## src/rtl/uart_reg_ctrl.sv

```systemverilog
// UART command controller: decodes framed write/read commands from a byte stream into
// register-bus strobes and returns ACK/NAK plus read data through the UART transmitter.
module uart_reg_ctrl #(
    parameter int DATA_BYTES   = 2,
    parameter int ADDR_W       = 8,
    parameter int TIMEOUT_CLKS = 200000
) (
    input  logic                      clk,
    input  logic                      rst,
    input  logic                      rx_dv,
    input  logic [7:0]                rx_byte,
    output logic                      tx_dv,
    output logic [7:0]                tx_byte,
    input  logic                      tx_done,
    output logic [ADDR_W-1:0]         reg_addr,
    output logic [8*DATA_BYTES-1:0]   reg_wdata,
    output logic                      reg_we,
    output logic                      reg_re,
    input  logic [8*DATA_BYTES-1:0]   reg_rdata,
    input  logic                      reg_rvalid,
    output logic                      err
);
    localparam int DATA_W = 8 * DATA_BYTES;
    localparam int TW     = $clog2(TIMEOUT_CLKS);
    localparam logic [7:0] OP_WR = 8'h57, OP_RD = 8'h52, ACK = 8'hA5, NAK = 8'h5A;

    typedef enum logic [3:0] {
        IDLE, RX_ADDR, RX_DATA, EXEC_WR, EXEC_RD, WAIT_RD, TX_ACK, TX_DATA, TX_NAK
    } state_t;

    state_t              state_q, state_d;
    logic                is_rd_q, is_rd_d;
    logic [ADDR_W-1:0]   addr_q, addr_d;
    logic [DATA_W-1:0]   wdata_q, wdata_d;
    logic [DATA_W-1:0]   shift_q, shift_d;
    logic [2:0]          bcnt_q, bcnt_d;
    logic [TW-1:0]       tmo_q, tmo_d;
    logic                tx_dv_q, tx_dv_d;
    logic [7:0]          tx_byte_q, tx_byte_d;
    logic                err_q, err_d;
    logic                tmo_hit, tx_fin, abort;

    always_ff @(posedge clk or posedge rst) begin
        if (rst) begin
            state_q   <= IDLE;
            is_rd_q   <= 1'b0;
            addr_q    <= '0;
            wdata_q   <= '0;
            shift_q   <= '0;
            bcnt_q    <= '0;
            tmo_q     <= '0;
            tx_dv_q   <= 1'b0;
            tx_byte_q <= '0;
            err_q     <= 1'b0;
        end else begin
            state_q   <= state_d;
            is_rd_q   <= is_rd_d;
            addr_q    <= addr_d;
            wdata_q   <= wdata_d;
            shift_q   <= shift_d;
            bcnt_q    <= bcnt_d;
            tmo_q     <= tmo_d;
            tx_dv_q   <= tx_dv_d;
            tx_byte_q <= tx_byte_d;
            err_q     <= err_d;
        end
    end

    always_comb begin
        state_d   = state_q;
        is_rd_d   = is_rd_q;
        addr_d    = addr_q;
        wdata_d   = wdata_q;
        shift_d   = shift_q;
        bcnt_d    = bcnt_q;
        tmo_d     = '0;
        tx_dv_d   = 1'b0;
        tx_byte_d = tx_byte_q;
        err_d     = 1'b0;
        abort     = 1'b0;
        tmo_hit   = (tmo_q == TW'(TIMEOUT_CLKS - 1));
        // tx_done is only meaningful once the strobe for the current byte has gone out
        tx_fin    = tx_done && !tx_dv_q;
        case (state_q)
            IDLE: begin
                if (rx_dv) begin
                    if (rx_byte == OP_WR || rx_byte == OP_RD) begin
                        state_d = RX_ADDR;
                        is_rd_d = (rx_byte == OP_RD);
                    end else begin
                        abort = 1'b1;
                    end
                end
            end
            RX_ADDR: begin
                if (rx_dv) begin
                    addr_d  = rx_byte[ADDR_W-1:0];
                    bcnt_d  = '0;
                    state_d = is_rd_q ? EXEC_RD : RX_DATA;
                end else if (tmo_hit) begin
                    abort = 1'b1;
                end else begin
                    tmo_d = tmo_q + TW'(1);
                end
            end
            RX_DATA: begin
                if (rx_dv) begin
                    wdata_d = DATA_W'({wdata_q, rx_byte});
                    bcnt_d  = bcnt_q + 3'd1;
                    if (bcnt_q == 3'(DATA_BYTES - 1)) state_d = EXEC_WR;
                end else if (tmo_hit) begin
                    abort = 1'b1;
                end else begin
                    tmo_d = tmo_q + TW'(1);
                end
            end
            EXEC_WR: begin
                state_d   = TX_ACK;
                tx_dv_d   = 1'b1;
                tx_byte_d = ACK;
            end
            EXEC_RD: state_d = WAIT_RD;
            WAIT_RD: begin
                if (reg_rvalid) begin
                    shift_d   = reg_rdata;
                    state_d   = TX_ACK;
                    tx_dv_d   = 1'b1;
                    tx_byte_d = ACK;
                end else if (tmo_hit) begin
                    abort = 1'b1;
                end else begin
                    tmo_d = tmo_q + TW'(1);
                end
            end
            TX_ACK, TX_DATA: begin
                if (tx_fin) begin
                    if (!is_rd_q || (state_q == TX_DATA && bcnt_q == 3'(DATA_BYTES))) begin
                        state_d = IDLE;
                    end else begin
                        // bcnt counts data bytes already issued, MSB first from the shift reg
                        state_d   = TX_DATA;
                        tx_dv_d   = 1'b1;
                        tx_byte_d = shift_q[DATA_W-1 -: 8];
                        shift_d   = DATA_W'({shift_q, 8'h00});
                        bcnt_d    = (state_q == TX_ACK) ? 3'd1 : bcnt_q + 3'd1;
                    end
                end
            end
            TX_NAK: if (tx_fin) state_d = IDLE;
            default: state_d = IDLE;
        endcase
        if (abort) begin
            state_d   = TX_NAK;
            err_d     = 1'b1;
            tx_dv_d   = 1'b1;
            tx_byte_d = NAK;
        end
    end

    assign tx_dv     = tx_dv_q;
    assign tx_byte   = tx_byte_q;
    assign reg_addr  = addr_q;
    assign reg_wdata = wdata_q;
    assign reg_we    = (state_q == EXEC_WR);
    assign reg_re    = (state_q == EXEC_RD);
    assign err       = err_q;
endmodule

```

## config.mk

```make
export PLATFORM = sky130hd
export DESIGN_NAME = uart_reg_ctrl
export DESIGN_NICKNAME = d
export VERILOG_FILES = /design/src/rtl/uart_reg_ctrl.sv
export SDC_FILE = /design/constraint.sdc
export NUM_CORES = 1
export LEC_CHECK = 0
export CORE_AREA = 2 2 72 108
export CTS_CLUSTER_DIAMETER = 30
export DETAILED_ROUTE_END_ITERATION = 6
export DIE_AREA = 0 0 74 110
export HOLD_SLACK_MARGIN = 0.1
export PLACE_DENSITY = 0.81
export SYNTH_ARGS = -nofsm -noshare
export SYNTH_HDL_FRONTEND = slang
export SYNTH_SLANG_ARGS = --single-unit
export TNS_END_PERCENT = 20
```

## constraint.sdc

```tcl
create_clock -name clk -period 3.24 [get_ports clk]
set_clock_uncertainty 0.05 [all_clocks]
set_input_delay 0.81 -clock clk [delete_from_list [all_inputs] [get_ports clk]]
set_output_delay 0.81 -clock clk [all_outputs]
set_load 0.01 [all_outputs]
```

==> summary.log <==
INFO  timing         max_slew_margin=0.663
INFO  timing         grt_setup_unrepaired=false
INFO  place          io_buffer_count=64
INFO  setup_path     critPathLaunchType=register
INFO  logic_synthesis yosys.cell_types.count=55
INFO  min_path       hold_class=register to register
INFO  place          detailed_place_hpwl=5430um
INFO  timing         finalCriticalPeriod=2.80ns
INFO  finish         antenna-diode-count=0
INFO  finish         stdcell_area=4630um2
INFO  global_route   globalRoute.totalOverflow=0
INFO  die            rows=38
INFO  routing        num_vias=2,754
INFO  timing         fin_worst_hold_slack=0.443ns
INFO  setup_path     cp_slowest_stage_delay=0.66ns
INFO  logic_synthesis syn-num-nets=370
INFO  power_and_ir_drop switching_power=0.985mW
INFO  clock_tree     clkSlewWorstSetupHoldPaths=0.07ns
INFO  clock_tree     clock_tree.root_cell=clkbuf_8
INFO  global_route   grt_pass1_vias=2,800
INFO  power_and_ir_drop clockPowerShare=0.231
INFO  timing         timing.final.crit_share=0.864
INFO  setup_path     setup.worst_path.end_class=output pin
INFO  global_route   gr_usage_total=0.211
INFO  setup_path     critPathRequiredTime=2.38ns
INFO  clock_tree     cts-hold-fix-buffers=0
INFO  logic_synthesis synth_top_area_frac=0.516
INFO  logic_synthesis netlist_top_cells_area=dfrtp_1 52%, mux2_2 4.3%, mux2_4 3.3%
INFO  setup_path     worstPathCellList=nand2b_1, nor2_1, clkdlybuf4s50_1
INFO  clock_tree     number_of_buffers_created_by_cts=9
INFO  place          cell_area_after_placement=4420um2
INFO  setup_path     critical_path_peak_fanout=16
INFO  clock_tree     cts_buffer_depth=2
INFO  setup_path     cp_num_buf_inv=1
INFO  clock_tree     post_cts.repair.setup_buffers=0
INFO  die            dieHeight=110um
INFO  timing         final-setup-viol-count=0
INFO  die            placeableCoreArea=7180um2
INFO  logic_synthesis syn_area_per_cell=10.9um2
INFO  power_and_ir_drop p_total=3.26mW
INFO  clock_tree     clock_tree.htree_level_count=3
INFO  logic_synthesis async_flop_share=1.00
INFO  logic_synthesis synth_sequential_area_ratio=0.516
INFO  timing         fin_tns_setup=0ns
INFO  logic_synthesis synth_enable_flop_cells=0
INFO  power_and_ir_drop power-per-cell-area=703nW/um2
INFO  power_and_ir_drop peakVddDrop=0.377mV
INFO  routing        drc_errors=0
INFO  finish         layout.nets=437
INFO  logic_synthesis synth-warning-count=0
INFO  logic_synthesis yosysMostFrequentCell=dfrtp_1
INFO  die            initial_utilization=0.514
INFO  routing        totalWireLength=7490um
INFO  routing        detail_route.first_pass.iterations=4
INFO  setup_path     critical-path-slowest-cell=dfrtp_1
INFO  finish         areaGrowthSynthToFinish=25.6%
INFO  timing         slew_viol_final=0
INFO  logic_synthesis synth_common_cells=76 x dfrtp_1, 32 x nor2_1, 27 x nand2_1
INFO  logic_synthesis ys_seq_elements=76
INFO  global_route   grt_antenna_before_repair=0
INFO  setup_path     worstSetupPathType=register to output pin
INFO  power_and_ir_drop power.switching_fraction=0.302
INFO  die            floorplan.die_area=8140um2
INFO  timing         max_freq=0.357GHz
INFO  clock_tree     insertion_delay=0.36ns
INFO  finish         layout-drive-gt1-share=0.139
INFO  logic_synthesis synth_flop_cell=dfrtp_1
INFO  timing         hold_violation_count_in_the_final_report=0
INFO  clock_tree     cts_tree=built
INFO  routing        wl_per_cell=14.7um
INFO  power_and_ir_drop power_frac_comb=0.331
INFO  flow_run       timing.max_cap.violations=0
INFO  setup_path     cpLargestDelayFamily=flip-flops
INFO  die            dieWidth=74um
INFO  status         outcome=finished clean
INFO  clock_tree     postCtsResizedCells=0
INFO  logic_synthesis post_synth_inst_count=337
INFO  power_and_ir_drop p_leak=2.07nW
INFO  place          place.gp.congestion=0.844
INFO  global_route   pin_count_of_the_biggest_net_entering_global_routing=31
INFO  setup_path     timing.critical_path.arrival=1.94ns
INFO  timing         postLayoutSetupSlackWorst=0.440ns
INFO  timing         transition_at_the_pin_with_the_smallest_max_transition_slack=0.505ns
INFO  finish         fill_cells=583
INFO  clock_tree     clkSinkCount=76
INFO  routing        final_antenna_net_count=0
INFO  logic_synthesis synth.cell_area=3690um2
INFO  global_route   global_route_wire_length_before_repair=12,900um
INFO  die            boundaryPins=65
INFO  power_and_ir_drop pwr-share-seq=0.438
INFO  routing        initialDrtViolationCount=140
INFO  routing        vias_per_cell=5.41
INFO  logic_synthesis synth_top_area_cell=dfrtp_1
INFO  power_and_ir_drop intPower=2.27mW
INFO  place          dpl_worst_slack=0.432ns
## flip-flops by register name (all words and copies together), names as in the netlist
name and flops:
shift_q 16, tx_dv 1, reg_addr 8, state_q 4, tmo_q 18, is_rd_q 1
bcnt_q 3, tx_byte 8, err 1, reg_wdata 16
## cells by family after synthesis
family	after synthesis	share of synthesized area
multiplexers	30	0.0970
adder cells (fa/ha/maj)	4	0.0136
AND/OR/NAND/NOR	130	0.188
buffers and inverters	25	0.0366
flip-flops	76	0.516
XOR/XNOR	19	0.0451
AO/OA/AOI/OAI	53	0.104
## cell usage in the layout (no fill, tap or decap), types with 6 or more instances in the layout
cell | netlist | final
a22o_1 | 8 | 8
buf_4 | 3 | 6
clkbuf_8 | 0 | 12
clkdlybuf4s50_1 | 0 | 64
dfrtp_1 | 76 | 76
inv_1 | 8 | 7
mux2_2 | 14 | 14
mux2_4 | 8 | 8
mux2i_1 | 8 | 8
nand2_1 | 27 | 27
nand3_1 | 12 | 12
nor2_1 | 32 | 32
nor2b_1 | 8 | 8
nor3_1 | 14 | 14
o21ai_0 | 10 | 10
o21ai_1 | 9 | 9
xnor2_1 | 6 | 6
xor2_1 | 13 | 13
## cell type report
type	count	area, um2	share of cell area
Tap cell	100	125	0.0270
Clock buffer	13	169	0.0364
Sequential cell	76	1900	0.410
Timing Repair Buffer	71	706	0.152
Clock inverter	3	43.8	0.00945
Inverter	10	37.5	0.00810
Multi-Input combinational cell	236	1650	0.356
## power by group through the flow
stage | Sequential, mW | Clock (mW) | Combinational, mW
after floorplan | 1.47 | 0 | 0.546
after global placement | 1.43 | 0 | 1.06
after detailed placement | 1.45 | 0 | 1.08
after CTS | 1.43 | 0.769 | 1.09
after global routing | 1.47 | 0.803 | 1.18
final | 1.43 | 0.753 | 1.08
## per-layer routing
metal,GRT usage,up-vias,part of all wire
met4,0.109,0,0.027
met2,0.347,86,0.51
met3,0.0527,18,0.057
met1,0.252,1329,0.41
li1,-,1321,-
met5,0,-,0
## tightest hold or removal path, stage by stage (launching register included)
cell	delay [ns]
dfrtp_1	0.35
nand2_1	0.05
o21ai_1	0.06
## through the flow
step / std cells / util
5_1_grt: 509 / 0.646
6_report: 509 / 0.646
3_5_place_dp: 493 / 0.616
4_1_cts: 509 / 0.646
2_1_floorplan: 337 / -
3_3_place_gp: 493 / 0.616
## path summary, 6_finish.rpt
kind	slack, ns	cells past startpoint	start	end
max	0.44	3	state_q[0]	reg_we
min	0.44	2	shift_q[14]	shift_q[14]
max reg2reg	0.97	5	state_q[3]	state_q[2]
min reg2reg	0.44	2	shift_q[14]	shift_q[14]
max in group asynchronous	1.67	3	rst	tmo_q[3]
min in group asynchronous	0.75	2	rst	reg_wdata[1]
(Power assumes the default switching activity.)
